<file path="src/rtl/cpu_pkg.sv">
// ============================================================================
// Module   : cpu_pkg
// Brief    : Shared RV32I pipeline constants and fetch FSM state encoding.
// Revision : 1.0
// ============================================================================
`default_nettype none

package cpu_pkg;

    localparam int                XLEN              = 32;
    localparam logic [XLEN-1:0]   RESET_PC_DEFAULT  = 32'h0000_0000;
    localparam logic [XLEN-1:0]   NOP_INSTR_DEFAULT = 32'h0000_0013;
    localparam logic [XLEN-1:0]   WORD_MASK         = 32'hFFFF_FFFC;
    localparam logic [XLEN-1:0]   INSTR_BYTES       = 32'd4;

    typedef enum logic [1:0] {
        IDLE = 2'd0,
        BUSY = 2'd1,
        KILL = 2'd2,
        HALT = 2'd3
    } fetch_state_t;

    function automatic logic [XLEN-1:0] word_align(input logic [XLEN-1:0] addr);
        return addr & WORD_MASK;
    endfunction

endpackage

`default_nettype wire

</file>
<file path="src/rtl/fetch_slot.sv">
// ============================================================================
// Module   : fetch_slot
// Brief    : Pipeline slot register (valid/data/addr) with load, hold, flush.
// Revision : 1.0
// ============================================================================
`default_nettype none

module fetch_slot #(
    parameter int                  DATA_W     = 32,
    parameter int                  ADDR_W     = 32,
    parameter logic [DATA_W-1:0]   FLUSH_DATA = '0,
    parameter logic [ADDR_W-1:0]   RESET_ADDR = '0
) (
    input  logic                clk,
    input  logic                rst,
    input  logic                load,
    input  logic                flush,
    input  logic [DATA_W-1:0]   data_in,
    input  logic [ADDR_W-1:0]   addr_in,
    output logic                valid,
    output logic [DATA_W-1:0]   data,
    output logic [ADDR_W-1:0]   addr
);

    // Flush wins over load; the address is left alone on flush.
    always_ff @(posedge clk or negedge rst) begin
        if (!rst) begin
            valid <= 1'b0;
            data  <= FLUSH_DATA;
            addr  <= RESET_ADDR;
        end else if (flush) begin
            valid <= 1'b0;
            data  <= FLUSH_DATA;
        end else if (load) begin
            valid <= 1'b1;
            data  <= data_in;
            addr  <= addr_in;
        end
    end

endmodule

`default_nettype wire

</file>
<file path="src/rtl/fetch_stage.sv">
// ============================================================================
// Module   : fetch_stage
// Brief    : RV32I fetch stage, one outstanding imem request, redirect/stall.
//            Optional macro FETCH_MISALIGN_EN adds sticky fetch_misaligned.
// Revision : 1.0
// ============================================================================
`default_nettype none

module fetch_stage
    import cpu_pkg::*;
#(
    parameter logic [XLEN-1:0] RESET_PC  = RESET_PC_DEFAULT,
    parameter logic [XLEN-1:0] NOP_INSTR = NOP_INSTR_DEFAULT
) (
    input  logic                clk,
    input  logic                rst,
    input  logic                stall,
    input  logic                redirect,
    input  logic [XLEN-1:0]     redirect_pc,
    output logic                imem_req,
    output logic [XLEN-1:0]     imem_addr,
    input  logic                imem_gnt,
    input  logic                imem_rvalid,
    output logic                imem_rready,
    input  logic [XLEN-1:0]     imem_rdata,
    output logic [XLEN-1:0]     instruction,
    output logic [XLEN-1:0]     pc_address,
    output logic                valid
`ifdef FETCH_MISALIGN_EN
    ,
    output logic                fetch_misaligned
`endif
);

    fetch_state_t       r_state;
    fetch_state_t       w_state_next;
    logic [XLEN-1:0]    r_pc;
    logic [XLEN-1:0]    r_pc_out;
    logic [XLEN-1:0]    r_held_addr;
    logic               r_pend_kill;
    logic               r_misaligned;
    logic               w_accept;
    logic               w_grant;
    logic               w_kill_grant;
    logic               w_mis_now;
    logic               w_load;
    logic               w_flush;

`ifdef FETCH_MISALIGN_EN
    assign w_mis_now        = redirect & (redirect_pc[1:0] != 2'b00);
    assign fetch_misaligned = r_misaligned;
`else
    assign w_mis_now        = 1'b0;
`endif

    assign imem_rready = (r_state == KILL) | ~valid | ~stall;
    assign w_accept    = imem_rvalid & imem_rready;

    // A request killed by a redirect before its grant keeps its original
    // address on the bus until granted, while pc already holds the target.
    assign imem_addr   = r_pend_kill ? r_held_addr : r_pc;

    always_comb begin
        imem_req     = 1'b0;
        w_state_next = r_state;
        case (r_state)
            IDLE:       imem_req = rst & (r_pend_kill | ~r_misaligned);
            BUSY, KILL: imem_req = w_accept & ~r_misaligned;
            default:    imem_req = 1'b0;
        endcase

        w_grant      = imem_req & imem_gnt;
        w_kill_grant = w_grant & (r_pend_kill | redirect);

        case (r_state)
            IDLE: begin
                if (!imem_req) begin
                    w_state_next = HALT;
                end else if (w_grant) begin
                    w_state_next = w_kill_grant ? KILL : BUSY;
                end
            end
            BUSY, KILL: begin
                if (w_accept) begin
                    if (w_grant) begin
                        w_state_next = w_kill_grant ? KILL : BUSY;
                    end else begin
                        w_state_next = r_misaligned ? HALT : IDLE;
                    end
                end else if (redirect) begin
                    w_state_next = KILL;
                end
            end
            HALT:    w_state_next = HALT;
            default: w_state_next = IDLE;
        endcase
    end

    always_ff @(posedge clk or negedge rst) begin
        if (!rst) begin
            r_state <= IDLE;
        end else begin
            r_state <= w_state_next;
        end
    end

    always_ff @(posedge clk or negedge rst) begin
        if (!rst) begin
            r_pc         <= RESET_PC;
            r_pc_out     <= RESET_PC;
            r_held_addr  <= RESET_PC;
            r_pend_kill  <= 1'b0;
            r_misaligned <= 1'b0;
        end else begin
            if (redirect) begin
                r_pc <= word_align(redirect_pc);
            end else if (w_grant && !r_pend_kill) begin
                r_pc <= r_pc + INSTR_BYTES;
            end

            if (w_grant) begin
                r_pc_out <= imem_addr;
            end

            if (redirect && imem_req && !imem_gnt && !r_pend_kill) begin
                r_held_addr <= r_pc;
            end

            r_pend_kill <= imem_req & ~imem_gnt & (r_pend_kill | redirect);

            if (w_mis_now) begin
                r_misaligned <= 1'b1;
            end
        end
    end

    // A consumed slot empties unless a fresh response refills it the same edge.
    assign w_load  = (r_state == BUSY) & w_accept & ~redirect;
    assign w_flush = redirect | (valid & ~stall & ~w_load);

    fetch_slot #(
        .DATA_W     (XLEN),
        .ADDR_W     (XLEN),
        .FLUSH_DATA (NOP_INSTR),
        .RESET_ADDR (RESET_PC)
    ) u_slot (
        .clk     (clk),
        .rst     (rst),
        .load    (w_load),
        .flush   (w_flush),
        .data_in (imem_rdata),
        .addr_in (r_pc_out),
        .valid   (valid),
        .data    (instruction),
        .addr    (pc_address)
    );

endmodule

`default_nettype wire

</file>
<file path="config.mk">
export PLATFORM = sky130hd
export DESIGN_NAME = fetch_stage
export DESIGN_NICKNAME = d
export VERILOG_FILES = /design/src/rtl/cpu_pkg.sv /design/src/rtl/fetch_slot.sv /design/src/rtl/fetch_stage.sv
export SDC_FILE = /design/constraint.sdc
export NUM_CORES = 1
export LEC_CHECK = 0
export CORE_AREA = 5 5 141 143
export CTS_CLUSTER_SIZE = 40
export DETAILED_ROUTE_END_ITERATION = 12
export DIE_AREA = 0 0 146 148
export PLACE_DENSITY_LB_ADDON = 0.3
export SYNTH_ARGS = -nofsm -noshare
export SYNTH_HDL_FRONTEND = slang
export SYNTH_SLANG_ARGS = --single-unit
</file>
<file path="constraint.sdc">
create_clock -name clk -period 1.8 [get_ports clk]
set_clock_uncertainty 0.1 [all_clocks]
set_input_delay 0.36 -clock clk [delete_from_list [all_inputs] [get_ports clk]]
set_output_delay 0.36 -clock clk [all_outputs]
set_load 0.02 [all_outputs]
</file>
# Word level (Yosys, flattened, before mapping)
# Index checks and enable logic that the tools add are counted.
[totals]
regBits = 164
word_cells = 60
[classes]
n_addsub = 1
eq_ne = 5
muxes = 15
bitwise_logic = 19
n_reduce_logical = 12
[op_table]
columns = ["op", "count"]
rows = [
  ["$mux W32", 5],
  ["$add A32 B3 Y32 const B", 1],
  ["$mux W2", 6],
  ["$and A1 B1 Y1", 9],
  ["$ne A3 B3 Y1 const B", 2],
  ["$not A1 Y1", 6],
  ["$pmux W2 S3", 1],
  ["$eq A2 B2 Y1 const B", 2],
  ["$logic_and A1 B1 Y1", 4],
  ["$or A1 B1 Y1", 4],
  ["$reduce_and A2 Y1", 2],
  ["$reduce_bool A2 Y1", 2],
  ["$eq A2 B1 Y1 const B", 1],
  ["$logic_not A1 Y1", 2],
  ["$logic_not A2 Y1", 1],
  ["$mux W1", 2],
  ["$pmux W1 S2", 1],
  ["$reduce_or A2 Y1", 1],
]

# Longest topological paths before layout
# Gate-level depths: netlist (run 1).
[depth]
ltp_word = 11
depth_mapped = 9
depth_no_buf = 7

# By module
# From an unflattened synthesis (run 1), not the netlist that was laid out.
[hier_totals]
cells_unflattened = 590
hier_area_um2 = 7419.6
[modules_own_cells]
columns = ["mod", "instances", "cells_each", "area_each_um2"]
rows = [
  ["fetch_stage", 1, 414, 4763.3],
  ["fetch_slot", 1, 176, 2656.3],
]

# Least setup slack after synthesis (run 1)
# OpenSTA, ideal clock, no wires.
[synth_timing]
kind = "flip-flop to flip-flop"
from = "register r_state[0]"
to = "register r_pc_out[10]"
setup_time_ns = 0.125
t_arrival_ns = 1.848
t_required_ns = 1.575
setup_slack_ns = -0.272
path_stages_with_launch = 8
path_cell_list = "dfrtp_1 > inv_1 > ha_1 > a31oi_4 > nor2_1 > nand2_1 > buf_4 > mux2_2"
[synth_via]
elab_chain_cells = 6
[synth_rtl]
columns = ["item", "line", "source"]
rows = [
  ["start: declaration", "fetch_stage.sv:35", "fetch_state_t r_state;"],
  ["start signal: assignment", "fetch_stage.sv:103", "r_state <= w_state_next;"],
  ["$eq A2 B2 Y1", "fetch_stage.sv:56, fetch_stage.sv:66", ""],
  ["$or A1 B1 Y1 (2 in a row)", "fetch_stage.sv:56", "assign imem_rready = (r_state == KILL) | ~valid | ~stall;"],
  ["$and A1 B1 Y1", "fetch_stage.sv:57", "assign w_accept = imem_rvalid & imem_rready;"],
  ["$pmux W1 S2 (*)", "fetch_stage.sv:66", "case (r_state)"],
  ["net imem_req", "fetch_stage.sv:20", "output logic imem_req,"],
  ["$and A1 B1 Y1 (*)", "fetch_stage.sv:72", "w_grant = imem_req & imem_gnt;"],
  ["end signal: assignment", "fetch_stage.sv:122", "r_pc_out <= imem_addr;"],
  ["end: declaration", "fetch_stage.sv:38", "logic [XLEN-1:0] r_pc_out;"],
]
# Mark *: on every way through the listed nets, which the timed path passes. The rest lies on a longest branch.
# A chain may end at the register's enable or synchronous reset.

# Worst setup path after layout (run 1)
[layout_timing]
from = "register r_state[0]"
to = "register r_held_addr[7]"
[layout_via]
elab_chain_cells = 8
[layout_rtl]
columns = ["item", "line", "source"]
rows = [
  ["$eq A2 B2 Y1", "fetch_stage.sv:56, fetch_stage.sv:66", ""],
  ["$or A1 B1 Y1 (2 in a row)", "fetch_stage.sv:56", ""],
  ["$and A1 B1 Y1", "fetch_stage.sv:57", ""],
  ["$pmux W1 S2 (*)", "fetch_stage.sv:66", ""],
  ["$logic_and A1 B1 Y1 (*) (3 in a row)", "fetch_stage.sv:125", "if (redirect && imem_req && !imem_gnt && !r_pend_kill) begin"],
  ["end signal: assignment", "fetch_stage.sv:126", "r_held_addr <= r_pc;"],
  ["end: declaration", "fetch_stage.sv:39", "logic [XLEN-1:0] r_held_addr;"],
]
# Every way passes the cells marked *; elsewhere a longest branch is shown, timed or not.

==> flow_summary.yaml, run 1 <==
status:
  status: "finished with violations"
  violations: "setup timing"
global_routing:
  grt_antenna_before_repair: 0
  grt-ovfl-total: 0
  grt_max_degree: 77
  grt.total_usage: 0.1889
  grt_pass1_wl_um: 32860
  grt_pass1_vias: 6239
cts:
  cts_buffers: 17
  path_clk_slew_ns: 0.07
  htreeDepth: 4
  ctsLongestPathBuffers: 2
  cts_tree: "built"
  root_buffer: "clkbuf_16"
  clk_latency_ns: 0.42
  cts_sinks: 156
sta:
  setup_viol: 187
  timing.hold.ws_ns: 0.1932
  slew_headroom: 0.3454
  setup_slack_ns: -0.4338
  fmax_ghz: 0.4477
  hold_viol_final: 0
  tightest_slew_ns: 0.9819
  report.final.slew_viol_count: 0
  rsz0062_at_grt: "yes"
  period_needed_ns: 2.234
  fin_crit_sh: 1.241
power:
  sw_frac_of_total: 0.3278
  power_density_nw_per_um2: 1335
  comb_power_share: 0.435
  seq_power_share: 0.342
  power_frac_clock: 0.223
  p_int_mw: 10.41
  power.leakage_nw: 6.169
  ir_drop_mv: 0.7272
  switching_power_mw: 5.074
worst_setup_path:
  cpMostUsedCell: "buf_6"
  criticalPathCategory: "reg2reg"
  path_cells: "inv_2, buf_6, ha_4, a31oi_4, buf_6, nor3_4, and3b_4, buf_12, mux2_4"
  worst_ep_required_time_ns: 2.00
  cp-start-kind: "flop"
  path_buf_inv: 4
  r2r-start: "r_state[0]$_DFFE_PN0P_"
  endpoint_kind: "flop"
  critPathMaxFanout: 11
  cp_top_family: "buffers and inverters"
  startpoint: "r_state[0]$_DFFE_PN0P_"
  cpPeakStageDelay_ns: 0.39
  critPathSlowestCell: "dfrtp_1"
  crit_arrival_ns: 2.43
final_layout:
  finalNonFillerCells: 1150
  final_nets: 979
  n_antenna_cell: 0
  final_common_cell: "dfrtp_1"
  drive_gt1_frac: 0.3799
  n_fill_cell: 1381
  final_cell_mix: "dfrtp_1, nand2_1, buf_4, mux2_4, clkdlybuf4s50_1"
  syn2layout_area_growth_pct: 61.10
logic_synthesis:
  yosysWarnings: 0
  syn_area_um2: 7201
  synth-seq-cells: 156
  yosysSeqAreaShare: 0.5427
  synth_top_area_frac: 0.5317
  avgSynthCellArea_um2: 11.58
  synth_top_cells_by_area: "dfrtp_1, mux2_2, nand2_1, mux2_4, xor2_1"
  yosysTopAreaCell: "dfrtp_1"
  ys_types: 44
  synth_edf_count: 0
  synthArstFlopShare: 1.000
  synthCells: 622
  synth_ff_type: "dfrtp_1"
floorplan:
  floorplan.initialDensity: 0.3902
  coreArea_um2: 18460
  rows: 50
  fp.dieW_um: 146
  io_pins: 169
  die_y_um: 148
  dieArea_um2: 21610
place:
  place.gp.congestion: 0.8516
  dp_cells: 1059
  hpwlAfterDp_um: 13030
  io_buffers: 162
routing:
  avgViaCountPerCell: 5.067
  drtPass1Iterations: 6
  avgRoutedWirePerCell_um: 18.49
  drc: 0
  vias: 5827
  drt_iter0_markers: 235
  antenna_left: 0
  wl_um: 21270
worst_hold_path:
  hp-class: "in2async"
flow_run:
  cap_violations: 0
[registers in the layout (all words and copies together) (netlist names)]
name	flops
u_slot.data	32
r_held_addr	30
r_pc	30
r_pc_out	30
u_slot.addr	30
r_state	2
r_pend_kill	1
u_slot.valid	1
[what timing repair did]
action,4_1_cts,5_1_grt
setup buffers,25,23
setup endpoints to repair,249,247
gates cloned,13,2
hold buffers,1,0
endpoints found under the hold margin,10,0
resized for setup,282,139
pin swaps,22,30
[synth_stat cells (2+ instances only)]
master	instances
o21ai_0	26
mux2_2	62
mux2_4	30
buf_12	3
nor2_1	7
nand3_1	16
nor4_2	2
a31oi_1	2
xor2_1	25
inv_1	4
nand2_1	151
and2_1	4
nor3_4	2
nand4_1	20
buf_2	12
dfrtp_1	153
a22o_1	21
and4_1	3
xnor2_1	4
mux2i_1	2
buf_4	7
a21oi_1	14
nor3b_1	2
o21ai_1	5
and3_1	5
dfstp_2	3
ha_1	6
clkbuf_1	15
[power groups by stage]
stage	clock network, mW	registers [mW]	logic, mW
floorplan	0	5.62	2.70
global placement	0	5.24	5.23
detailed placement	0	5.29	5.35
CTS	3.51	5.28	6.34
global route	3.67	5.42	7.16
finish	3.45	5.29	6.74
[final timing paths]
path / slack [ns] / to / cells after the start
worst max-delay path: -0.43 / r_held_addr[7]$_DFFE_PN0P_ / 9
worst min-delay path: 0.19 / r_pc[2]$_DFFE_PN0P_ / 3
worst max register to register: -0.43 / r_held_addr[7]$_DFFE_PN0P_ / 9
worst min register to register: 0.36 / u_slot.addr[21]$_DFFE_PN0P_ / 2
max in group asynchronous: 0.73 / u_slot.addr[24]$_DFFE_PN0P_ / 3
min in group clk: 0.21 / u_slot.valid$_DFFE_PN0P_ / 2
[logic make-up after synthesis]
family                     count (synthesis)  share of synthesized area
AOI/OAI and AO/OA                         72                    0.06516
xor gates and xnor gates                  29                    0.03527
adders and majority gates                  6                    0.01043
buffers and inverters                     42                    0.03440
DFF                                      156                     0.5427
muxes                                     94                     0.1623
other                                      1                  0.0005208
and+or+nand+nor                          222                     0.1493
[tightest hold or removal path, stage by stage]
cell and delay [ns]:
buf_6 0.11, buf_4 0.11, buf_4 0.66
[area by class of cell]
class | instances | area [um2] | share of cell area
Clock buffer | 19 | 442.9 | 0.03818
Timing Repair Buffer | 297 | 3358 | 0.2895
Inverter | 4 | 15.01 | 0.001294
Multi-Input combinational cell | 427 | 3462 | 0.2985
Clock inverter | 13 | 120.1 | 0.01035
Tap cell | 234 | 292.8 | 0.02524
Sequential cell | 156 | 3909 | 0.3370
[metal layers]
metal | GRT usage | up-vias | part of all wire
met2 | 0.3115 | 161 | 0.50
met5 | 0 | - | 0
met3 | 0.06744 | 20 | 0.072
li1 | - | 2704 | -
met4 | 0.03951 | 0 | 0.011
met1 | 0.2422 | 2942 | 0.42
[through the flow]
stage                     cell area, um2  setup TNS [ns]  total power [mW]  worst slack (ns)  utilization
after floorplan                     7259          -12.84             8.322           -0.2177            -
after global placement              9635          -64.94             10.48           -0.5162       0.5221
after detailed placement            9635          -71.16             10.65           -0.5323       0.5221
after CTS                          11020          -52.40             15.13           -0.3852       0.5970
after global routing               11600          -60.26             16.25           -0.4840       0.6285
final                              11600          -47.86             15.48           -0.4338       0.6285
Power figures use the tool's default switching activity.
==> run 2, diff against run 1 <==
- CORE_AREA: 5 5 141 143 -> 5 5 150 152
- DIE_AREA: 0 0 146 148 -> 0 0 155 157
==> run 2 against run 1 <==
The flow still finishes with violations (setup timing); die area rose by 13%; wire length rose by 3.5%; hold slack got worse by 0.066 ns; largest power group unchanged.
==> flow_summary.yaml, run 2 (synthesis gave the netlist of run 1 again) <==
sta:
  hold_viol_final: 0
  setup_viol: 186
  slew_headroom: 0.6083
  report.final.slew_viol_count: 0
  fin_crit_sh: 1.211
  fmax_ghz: 0.4587
  tightest_slew_ns: 0.5875
  rsz0062_at_grt: "yes"
  period_needed_ns: 2.180
  setup_slack_ns: -0.3802
cts:
  cts_tree: "built"
  cts_sinks: 156
  htreeDepth: 4
  root_buffer: "clkbuf_16"
  cts_buffers: 17
  path_clk_slew_ns: 0.06
  clk_latency_ns: 0.42
  ctsLongestPathBuffers: 2
worst_hold_path:
  hp-class: "in2reg"
routing:
  drt_iter0_markers: 308
  avgRoutedWirePerCell_um: 18.32
  drtPass1Iterations: 4
  wl_um: 22020
  avgViaCountPerCell: 4.773
  antenna_left: 0
  drc: 0
  vias: 5737
final_layout:
  final_cell_mix: "dfrtp_1, nand2_1, mux2_4, buf_4, clkdlybuf4s50_1"
  drive_gt1_frac: 0.3780
  fin_util: 0.5699
  largest_reg_flops: 32
  top_register: "u_slot.data"
  multi_input_area_um2: 3468
  n_fill_cell: 1765
  ff_latch_area_um2: 3909
  syn2layout_area_growth_pct: 65.33
  final_common_cell: "dfrtp_1"
  final_nets: 989
global_routing:
  grt_pass1_vias: 5928
  grt-ovfl-total: 0
  grt.total_usage: 0.1819
  grt_max_degree: 95
  grt_antenna_before_repair: 0
  grt_pass1_wl_um: 34170
worst_setup_path:
  critPathMaxFanout: 8
  endpoint_kind: "flop"
  r2r_slack_ns: -0.38
  worst_ep_required_time_ns: 2.00
  cpPeakStageDelay_ns: 0.39
  criticalPathCategory: "reg2reg"
  path_cells: "inv_2, ha_4, nand3b_4, a31oi_4, buf_6, nor3_4, and3b_4, buf_12, buf_12, mux2_4"
  crit_arrival_ns: 2.38
  cpMostUsedCell: "buf_12"
  cp-start-kind: "flop"
  critPathSlowestCell: "dfrtp_1"
floorplan:
  io_pins: 169
  coreArea_um2: 20890
  die_y_um: 157
  dieArea_um2: 24340
  fp.dieW_um: 155
  rows: 53
  floorplan.initialDensity: 0.3447
power:
  power_density_nw_per_um2: 1336
  power.leakage_nw: 6.348
  ir_drop_mv: 0.8663
place:
  hpwlAfterDp_um: 13410
  dp_slack_ns: -0.5272
  place.gp.congestion: 0.8133
  io_buffers: 162
flow_run:
  cap_violations: 0
status:
  violations: "setup timing"
  status: "finished with violations"
[run 2: cell count changes in the layout (fill, tap and decap cells not counted), sizes merged]
cell | previous run | this run
buf | 164 | 175
clkbuf | 21 | 25
clkdlybuf4s15 | 2 | 0
clkinv | 5 | 2
clkinvlp | 6 | 5
diode | 0 | 1
dlygate4sd2 | 2 | 3
dlygate4sd3 | 1 | 0
dlymetal6s4s | 0 | 1
[run 2: cell type report]
type	count	area share
Antenna cell	1	0.0002102
Clock buffer	23	0.04099
Clock inverter	9	0.007252
Inverter	4	0.001261
Multi-Input combinational cell	427	0.2913
Sequential cell	156	0.3283
Tap cell	275	0.02890
Timing Repair Buffer	307	0.3017
[run 2: metal layers]
layer | up-vias | global-route usage | wire, um
met5 | - | 0 | 0
met4 | 0 | 0.04289 | 206
met3 | 18 | 0.05279 | 1243
met2 | 132 | 0.2887 | 10500
met1 | 2858 | 0.2480 | 10070
li1 | 2729 | - | -
[run 2: timing repair]
action                     in CTS  in global routing
hold endpoints to repair       59                  0
setup endpoints to repair     249                340
resized for setup             272                158
gates cloned                   16                  1
hold buffers                    1                  0
buffers inserted               24                 24
pin swaps                      30                 29
[run 2: final timing paths]
path | cells past startpoint | start | to
max | 10 | r_state[0]$_DFFE_PN0P_ | r_held_addr[27]$_DFFE_PN0P_
min | 2 | redirect | u_slot.valid$_DFFE_PN0P_
max reg2reg | 10 | r_state[0]$_DFFE_PN0P_ | r_held_addr[27]$_DFFE_PN0P_
min reg2reg | 2 | u_slot.addr[21]$_DFFE_PN0P_ | u_slot.addr[21]$_DFFE_PN0P_
max in group asynchronous | 4 | rst | r_held_addr[11]$_DFFE_PN0P_
min in group asynchronous | 4 | rst | u_slot.data[21]$_DFFE_PN0P_
[run 2: per-stage QoR]
| stage | TNS (ns) | power [mW] | cells | cell area [um2] | hold slack (ns) |
|---|---|---|---|---|---|
| finish | -46.44 | 15.90 | 1202 | 11910 | 0.1269 |
| CTS | -54.87 | 15.54 | 1179 | 11260 | 0.1006 |
| global route | -58.95 | 16.77 | 1201 | 11900 | 0.1289 |
| global placement | -62.80 | 10.58 | 1106 | 9732 | 0.3463 |
| detailed placement | -70.03 | 10.68 | 1106 | 9732 | 0.3494 |
| floorplan | -12.84 | 8.322 | 625 | 7259 | -0.03559 |
[run 2: critical path, delay by kind of cell, from the launching register on]
kind                       cells  cell delay [ns]
adders and majority gates      1             0.15
buffers and inverters          4             0.53
and+or+nand+nor                3             0.48
DFF                            1             0.39
muxes                          1             0.31
AOI/OAI and AO/OA              1             0.09
[run 2: where the power goes]
group          internal [mW]  leakage [nW]  switching, mW
sequential              4.62          1.98          0.668
clock                   2.05         0.268           1.47
combinational           4.15          4.10           2.95
==> run 3, diff against run 2 <==
- ABC_AREA: default -> 0
- CORE_AREA: 5 5 150 152 -> 3 3 148 150
- DIE_AREA: 0 0 155 157 -> 0 0 151 153
==> run 3 against run 2 <==
The run still ends with setup timing left; non-clock buffer count is 19 lower; combinational power rose by 2%; utilization is 0.31 points higher; die area shrank 5.1%; critical endpoint is now r_pc_out[29]$_DFFE_PN0P_; largest cell class unchanged.
==> flow_summary.yaml, run 3 (synthesis gave the netlist of run 1 again) <==
global_routing:
  grt-ovfl-total: 0
  grt_antenna_before_repair: 1
  grt.total_usage: 0.1962
  grt_pass1_vias: 6089
  grt_pass1_wl_um: 34910
  grt_max_degree: 111
floorplan:
  rows: 53
  io_pins: 169
  dieArea_um2: 23100
  die_y_um: 153
  fp.dieW_um: 151
  coreArea_um2: 20820
  floorplan.initialDensity: 0.3458
cts:
  ctsLongestPathBuffers: 2
  cts_buffers: 17
  root_buffer: "clkbuf_16"
  cts_sinks: 156
  cts_tree: "built"
  htreeDepth: 4
  clk_latency_ns: 0.42
  path_clk_slew_ns: 0.06
sta:
  slew_headroom: 0.5988
  rsz0062_at_grt: "yes"
  fmax_ghz: 0.4654
  tightest_slew_ns: 0.6018
  tns_ns: -44.03
  period_needed_ns: 2.149
  timing.hold.ws_ns: 0.1833
  hold_viol_final: 0
  fin_crit_sh: 1.194
  report.final.slew_viol_count: 0
  setup_slack_ns: -0.3486
  setup_viol: 184
final_layout:
  n_antenna_cell: 0
  final_common_cell: "dfrtp_1"
  final_nets: 970
  drive_gt1_frac: 0.4509
  final_cell_area_um2: 11930
  final_cell_mix: "dfrtp_1, nand2_1, mux2_4, clkdlybuf4s50_1, buf_4"
  largest_reg_flops: 32
  top_register: "u_slot.data"
  syn2layout_area_growth_pct: 65.70
power:
  seq_power_share: 0.337
  power_density_nw_per_um2: 1353
  sw_frac_of_total: 0.3312
  total_power_mw: 16.15
  power_frac_clock: 0.216
  p_int_mw: 10.80
  comb_power_share: 0.447
  ir_drop_mv: 0.6723
  switching_power_mw: 5.347
  power.leakage_nw: 5.653
worst_setup_path:
  criticalPathCategory: "reg2reg"
  endpoint_kind: "flop"
  cpPeakStageDelay_ns: 0.38
  critPathSlowestCell: "dfrtp_1"
  path_cells: "inv_2, ha_4, nand3b_4, a31oi_4, nor2_4, buf_6, nand2_8, buf_12, buf_12, buf_16, mux2_4"
  cp-start-kind: "flop"
  cp_top_family: "buffers and inverters"
  worst_ep_required_time_ns: 2.00
  path_buf_inv: 5
  cpMostUsedCell: "buf_12"
  critPathMaxFanout: 5
  crit_arrival_ns: 2.35
place:
  hpwlAfterDp_um: 12850
  place.gp.congestion: 0.7777
  io_buffers: 162
  dpl_cell_area_um2: 9659
routing:
  wl_um: 22290
  drc: 0
  drtPass1Iterations: 4
  avgRoutedWirePerCell_um: 18.86
  drt_iter0_markers: 291
  avgViaCountPerCell: 4.860
  vias: 5744
  antenna_left: 0
worst_hold_path:
  hp-class: "in2reg"
status:
  status: "finished with violations"
  violations: "setup timing"
flow_run:
  cap_violations: 0
## run 3: cell count changes in the layout (fill, tap and decap cells not counted), moves of 5 or more
cell	change
a21oi_2	+8
nand2_2	+23
nand2_4	+37
clkinv_2	+5
buf_4	-16
buf_6	-12
buf_2	+6
a21oi_1	-10
nand2_1	-60
dlygate4sd2_1	+56
dlymetal6s2s_1	-59
nand3_2	+6
## run 3: worst register-to-register path, delay by kind of cell (launching register included)
kind | cells | cell delay, ns
buf+inv | 5 | 0.55
flops | 1 | 0.38
simple gates | 3 | 0.29
mux | 1 | 0.29
compound gates | 1 | 0.23
fa+ha+maj | 1 | 0.16
## run 3: through the flow
step	setup slack [ns]	utilization	std cells
5_1_grt	-0.4024	0.5730	1182
2_1_floorplan	-0.2177	-	625
4_1_cts	-0.3336	0.5551	1176
3_5_place_dp	-0.5058	0.4639	1098
6_report	-0.3486	0.5730	1182
3_3_place_gp	-0.4922	0.4639	1098
## run 3: power groups by stage
stage	logic [mW]	clock network [mW]	registers [mW]
floorplan	2.70	0	5.62
global placement	5.26	0	5.26
detailed placement	5.34	0	5.28
CTS	6.86	3.59	5.32
global route	7.67	3.74	5.59
finish	7.21	3.49	5.45
## run 3: final timing paths
kind                                           from                     endpoint  slack (ns)  depth (start not counted)
setup / recovery             r_state[0]$_DFFE_PN0P_     r_pc_out[29]$_DFFE_PN0P_       -0.35                         11
hold / removal                             redirect     u_slot.valid$_DFFE_PN0P_        0.18                          2
setup reg to reg             r_state[0]$_DFFE_PN0P_     r_pc_out[29]$_DFFE_PN0P_       -0.35                         11
hold reg to reg            r_pc_out[27]$_DFFE_PN0P_  u_slot.addr[27]$_DFFE_PN0P_        0.38                          2
max in group asynchronous                       rst        r_pend_kill$_DFF_PN0_        0.25                          4
min in group asynchronous                       rst  u_slot.data[14]$_DFFE_PN0P_        0.33                          4
## run 3: final cells by class
type / instances / area (um2)
fillers: 1775 / 8891
flip-flops and latches: 156 / 3910
multi-input cells: 427 / 3900
repair buffers: 288 / 3194
clock buffers: 19 / 442.9
well taps: 275 / 344.1
clock inverters: 13 / 125.1
inverters: 4 / 15.01
## run 3: what timing repair did
action / in CTS / in global routing
resized for setup: 447 / 98
pin swaps: 121 / 60
buffers inserted: 27 / 11
gates cloned: 19 / 5
hold buffers: 1 / 0
endpoints found under the setup margin: 249 / 300
hold endpoints to repair: 43 / 0
## run 3: metal layers
| layer | GRT usage | share of wire | routed length (um) | vias up |
|---|---|---|---|---|
| met3 | 0.04921 | 0.050 | 1111 | 20 |
| met2 | 0.3075 | 0.48 | 10670 | 139 |
| met4 | 0.04231 | 0.011 | 235 | 2 |
| li1 | - | - | - | 2693 |
| met5 | 0 | 0.00058 | 13 | - |
| met1 | 0.2762 | 0.46 | 10270 | 2890 |
==> RTL change 1, RTL diff (settings of run 2) <==
`XLEN`: 32 -> 48.
--- a/src/rtl/cpu_pkg.sv
+++ b/src/rtl/cpu_pkg.sv
@@ -7,7 +7,7 @@
 
 package cpu_pkg;
 
-    localparam int                XLEN              = 32;
+    localparam int                XLEN              = 48;
     localparam logic [XLEN-1:0]   RESET_PC_DEFAULT  = 32'h0000_0000;
     localparam logic [XLEN-1:0]   NOP_INSTR_DEFAULT = 32'h0000_0013;
     localparam logic [XLEN-1:0]   WORD_MASK         = 32'hFFFF_FFFC;
Ports: changed (5 resized); port bits go from 169 to 249. The function was not compared with the original's and may differ.
==> RTL change 1 against run 2 <==
  * The flow still finishes with violations (setup timing)
  * Worst setup slack got worse by 1300 ps
  * Critical path depth shrank 3
  * Non-clock buffer count rose by 192
  * Worst hold slack improved by 120 ps
  * Largest power group unchanged
  * Cell area up 55%
  * Power is 48% higher
  * Routed wire length increased to 2.5 times the old value
  * Area after synthesis rose by 45%
  * Sequential cell count is 80 higher
==> RTL change 1: results (changes against run 2) <==
layout_setup_ws_ps: -1700  # -1320 ps
synthMuxAreaShare: 0.0945  # -0.0678
numPortBuffers: 226  # +40%
synth_fa_ha_area_frac: 0.00717  # -0.00325
synth_xor_area_frac: 0.0226  # -0.0127
n_antenna_cell: 0  # -1
p_leak_nw: 9.23  # +45%
violations: "setup timing"
ir_worst_vdd_v: 0.000940  # +8.5%
status: "complete, but fails checks"
routed-wl-met3_mm: 7.33  # +490%
largest_register_ffs: 48  # +50%
whs_ps: 244  # +117 ps
synthTopCellsByArea: "dfrtp_1 (56%), nand2_1 (12%), mux2_2 (9.3%), a22o_1 (3.7%), o21ai_0 (2.1%)"
crit_arrival_ps: 3880  # +1500 ps
crit_path_max_incr_delay_ps: 1140  # +750 ps
wire_per_inst_um: 31.4  # +72%
setup_viol: 285  # +53%
met2_length_mm: 24.9  # +140%
htreeDepth: 1  # -3
wl_met1_mm: 18.3  # +82%
place_hpwl_mm: 22.0  # +64%
fin_nets: 1583  # +60%
clock_latency_ps: 560  # +140 ps
path_max_fanout: 6  # -2
drtIter0Drc: 1681  # +450%
[RTL change 1: layout make-up]
class	instances	area [sq um]
Sequential cell	236	5910
Multi-Input combinational cell	706	5840
Timing Repair Buffer	499	5420
Fill cell	810	2460
Clock buffer	36	737
Tap cell	275	344
Clock inverter	10	143
Inverter	7	26.3
[RTL change 1: cell families after synthesis]
family	Yosys count
fa+ha+maj	6
other cells	1
flops	236
xor+xnor	27
buf+inv	72
mux	88
compound gates	130
simple gates	450
[RTL change 1: worst max-delay path: cells and delay by family, from the launching register on]
kind / cells / cell delay [ps]
simple gates: 3 / 1960
compound gates: 1 / 230
buf+inv: 3 / 710
flops: 1 / 420
[RTL change 1: repair_timing]
action / 4_1_cts / 5_1_grt
hold buffers: 1 / 0
resized for setup: 647 / 256
setup buffers: 66 / 64
hold endpoints to repair: 8 / 0
setup endpoints to repair: 376 / 469
cloned: 29 / 10
pin swaps: 189 / 80
[RTL change 1: worst paths after layout]
path	from	cells past startpoint	endpoint
max	r_pc[14]	7	r_pc[45]
min	redirect	3	r_pc[36]
max reg2reg	r_pc[14]	7	r_pc[45]
min reg2reg	r_pc_out[18]	2	u_slot.addr[18]
max in group asynchronous	rst	5	u_slot.data[33]
min in group asynchronous	rst	3	u_slot.valid
[RTL change 1: where the power goes]
group / leakage, nW / switching (mW) / internal [mW]
sequential: 3.10 / 0.908 / 6.43
combinational: 5.70 / 5.27 / 5.22
clock: 0.435 / 2.39 / 3.29
[RTL change 1: metrics by stage]
stage                     cells  worst slack, ps  area, sq um  setup TNS [ps]  power, mW
after global placement     1583             -750        14200         -113830       13.2
after detailed placement   1583             -790        14200         -118370       13.4
after floorplan            1013             -566        10900          -46350       10.5
after CTS                  1723             -528        17400         -108180       21.4
after global routing       1769            -1590        18400         -160360       24.0
final                      1769            -1700        18400         -156790       23.5
[RTL change 1: per-layer routing]
layer  vias to the layer above  GRT usage
li1                       4426          -
met1                      5729      0.439
met2                      1188      0.602
met3                       427     0.0836
met4                         0      0.154
met5                         -          0
==> RTL change 2, RTL diff (flow settings as in run 2) <==
Made on the original files. Reset style: synchronous (`rst`), changed in 3 clocked blocks.
--- a/src/rtl/fetch_slot.sv
+++ b/src/rtl/fetch_slot.sv
@@ -23,7 +23,7 @@
 );
 
     // Flush wins over load; the address is left alone on flush.
-    always_ff @(posedge clk or negedge rst) begin
+    always_ff @(posedge clk) begin
         if (!rst) begin
             valid <= 1'b0;
             data  <= FLUSH_DATA;
--- a/src/rtl/fetch_stage.sv
+++ b/src/rtl/fetch_stage.sv
@@ -96,7 +96,7 @@
         endcase
     end
 
-    always_ff @(posedge clk or negedge rst) begin
+    always_ff @(posedge clk) begin
         if (!rst) begin
             r_state <= IDLE;
         end else begin
@@ -104,7 +104,7 @@
         end
     end
 
-    always_ff @(posedge clk or negedge rst) begin
+    always_ff @(posedge clk) begin
         if (!rst) begin
             r_pc         <= RESET_PC;
             r_pc_out     <= RESET_PC;
Behaviour: differs if rst is asserted again (counterexample within 4 cycles, from zero or initial values and one cycle with rst low); with rst held inactive, the same outputs for 4 cycles.
==> RTL change 2 against run 2 <==
  * The run still ends with setup timing left
  * Worst setup slack got worse by 110 ps
  * Routed wire length increased by 32%
  * Final cell count increased by 24%
  * Area after synthesis decreased by 4.1%
  * Power decreased by 21%
  * Cell area increased by 14%
  * Via count increased by 34%
  * Worst hold slack improved by 220 ps
  * Die area unchanged
  * Sequential cell count unchanged
  * Critical path type unchanged
  * Highest routed layer unchanged
==> RTL change 2: results (changes against run 2) <==
grt_usage: 0.186  # +0.00359
ctsRootBufferMaster: "clkbuf_16"
violations: "setup timing"
clockBufferDepth: 2  # unchanged
dpl-instance-area_sq_mm: 0.00988  # +1.5%
grt_pass1_wl_mm: 36.5  # +6.8%
numPortBuffers: 162  # unchanged
drive_above_1_share: 0.496  # +0.118
clock_latency_ps: 430
final_cells: 1492  # +24%
ir_worst_vdd_v: 0.000749  # -14%
grt_max_degree: 50  # -47%
n_antenna_cell: 0  # -1
min_from: "u_slot.data[22]"
synth-seq-area-share: 0.452  # -0.0902
largest_register_ffs: 32  # unchanged
status: "complete, but fails checks"
fin_nets: 1280  # +29%
yosys-top-cells-count: "nand2_1 (272), dfxtp_1 (156), a21oi_1 (139)"
drtIter0Drc: 371  # +20%
regMostFlops: "u_slot.data"
setup_viol: 186  # unchanged
synth.distinct_cells: 59  # +34%
r2r_start: "r_state[0]"
hp-class: "flip-flop to flip-flop"
grt_pass1_vias: 7087  # +20%
r2r_cells: 9  # -1
antenna_found_initial: 0  # unchanged
worstReg2RegEnd: "r_held_addr[22]"
syn_avg_cell_area_sq_um: 7.99  # -31%
whs_endpoint: "u_slot.data[22]"
yosys_warnings: 0  # unchanged
worstHoldPathCells: 2  # unchanged
path_clk_slew_ps: 70
vias: 7709  # +34%
crit_arrival_ps: 2500  # +120 ps
place_hpwl_mm: 15.8  # +17%
wl_mm: 29.1  # +32%
layout_setup_ws_ps: -490  # -110 ps
gp_congestion: 0.892  # +9.6%
cts_buffers: 17  # unchanged
htreeDepth: 4  # unchanged
first_pass_iters: 5  # +1
synthTopCellsByArea: "dfxtp_1 (45%), nand2_1 (15%), a21oi_1 (10%), mux2_2 (3.8%), o21ai_0 (2.2%)"
post-place-ws_ps: -661  # -134 ps
path_max_fanout: 7  # -1
async_flop_share: 0  # -1.00
dp.cells: 1370  # +24%
p_leak_nw: 6.07  # -4.3%
## RTL change 2: cell types whose count changed after synthesis, sizes merged, moves of 7 or more
| cell | change |
|---|---|
| nor3 | +16 |
| nor4 | +9 |
| nand2 | +121 |
| dfrtp | -153 |
| a21oi | +126 |
| a22o | -21 |
| nand4 | -8 |
| clkbuf | +25 |
| xnor2 | +7 |
| xor2 | -23 |
| dfxtp | +156 |
| mux2 | -69 |
| inv | +9 |
## RTL change 2: layout make-up
class                           instances  area (sq um)
Clock buffer                           17           425
Clock inverter                         15           171
Fill cell                            1636          7360
Inverter                               13          66.3
Multi-Input combinational cell        632          5030
Sequential cell                       156          3130
Tap cell                              275           344
Timing Repair Buffer                  384          4360
## RTL change 2: how the worst max path moves through the flow
stage          cells past startpoint        from  slack, ps         endpoint
6_report                           9  r_state[0]       -490  r_held_addr[22]
4_1_cts                           10  r_state[0]       -460  r_held_addr[12]
3_3_place_gp                       5       stall       -630         imem_req
3_5_place_dp                       7         rst       -660         r_pc[14]
2_1_floorplan                      9  r_state[0]       -200  r_held_addr[31]
5_1_grt                            9  r_state[0]       -520  r_held_addr[22]
## RTL change 2: stage by stage
step	hold slack [ps]	TNS (ps)	utilization
CTS	347	-49180	0.535
global route	365	-68700	0.648
global placement	337	-82600	0.473
floorplan	332	-9280	-
finish	350	-61620	0.648
detailed placement	344	-87370	0.473
## RTL change 2: cells by family (layout without fill, tap and decap cells)
logic type      count (synthesis)  in the layout  synth area share
simple gates                  376            377             0.256
compound gates                203            203             0.162
flops                         156            156             0.452
buf+inv                        80            429            0.0556
mux                            29             29            0.0462
xor+xnor                       13             13            0.0165
fa+ha+maj                       6              6            0.0109
other cells                     1              4          0.000543
## RTL change 2: timing repair
item	4_1_cts	5_1_grt
endpoints found under the setup margin	249	249
gates cloned	8	21
hold buffers	0	0
pin swaps	24	216
resized for setup	243	483
setup buffers	31	38
hold endpoints to repair	0	0
## RTL change 2: metal layers
| metal | wire, um | share of wire | track usage |
|---|---|---|---|
| met3 | 1550 | 0.053 | 0.0404 |
| met1 | 12700 | 0.44 | 0.236 |
| met4 | 581 | 0.020 | 0.0454 |
| met2 | 14300 | 0.49 | 0.321 |
| met5 | 0 | 0 | 0 |
## RTL change 2: worst max-delay path, cell delays in order, from the launching register on
cell       delay, ps
dfxtp_2          340
inv_4             80
ha_4             120
and3b_2          230
a2bb2oi_4        180
buf_6            140
or4b_4           630
clkbuf_16        230
nand2_4           70
a21oi_2           60
## RTL change 2: report_power, final
part | internal (mW) | switching, mW | leakage, nW | total [mW]
clock network | 1.98 | 1.68 | 0.288 | 3.66
registers | 3.66 | 0.188 | 1.27 | 3.85
logic | 2.62 | 2.43 | 4.52 | 5.04
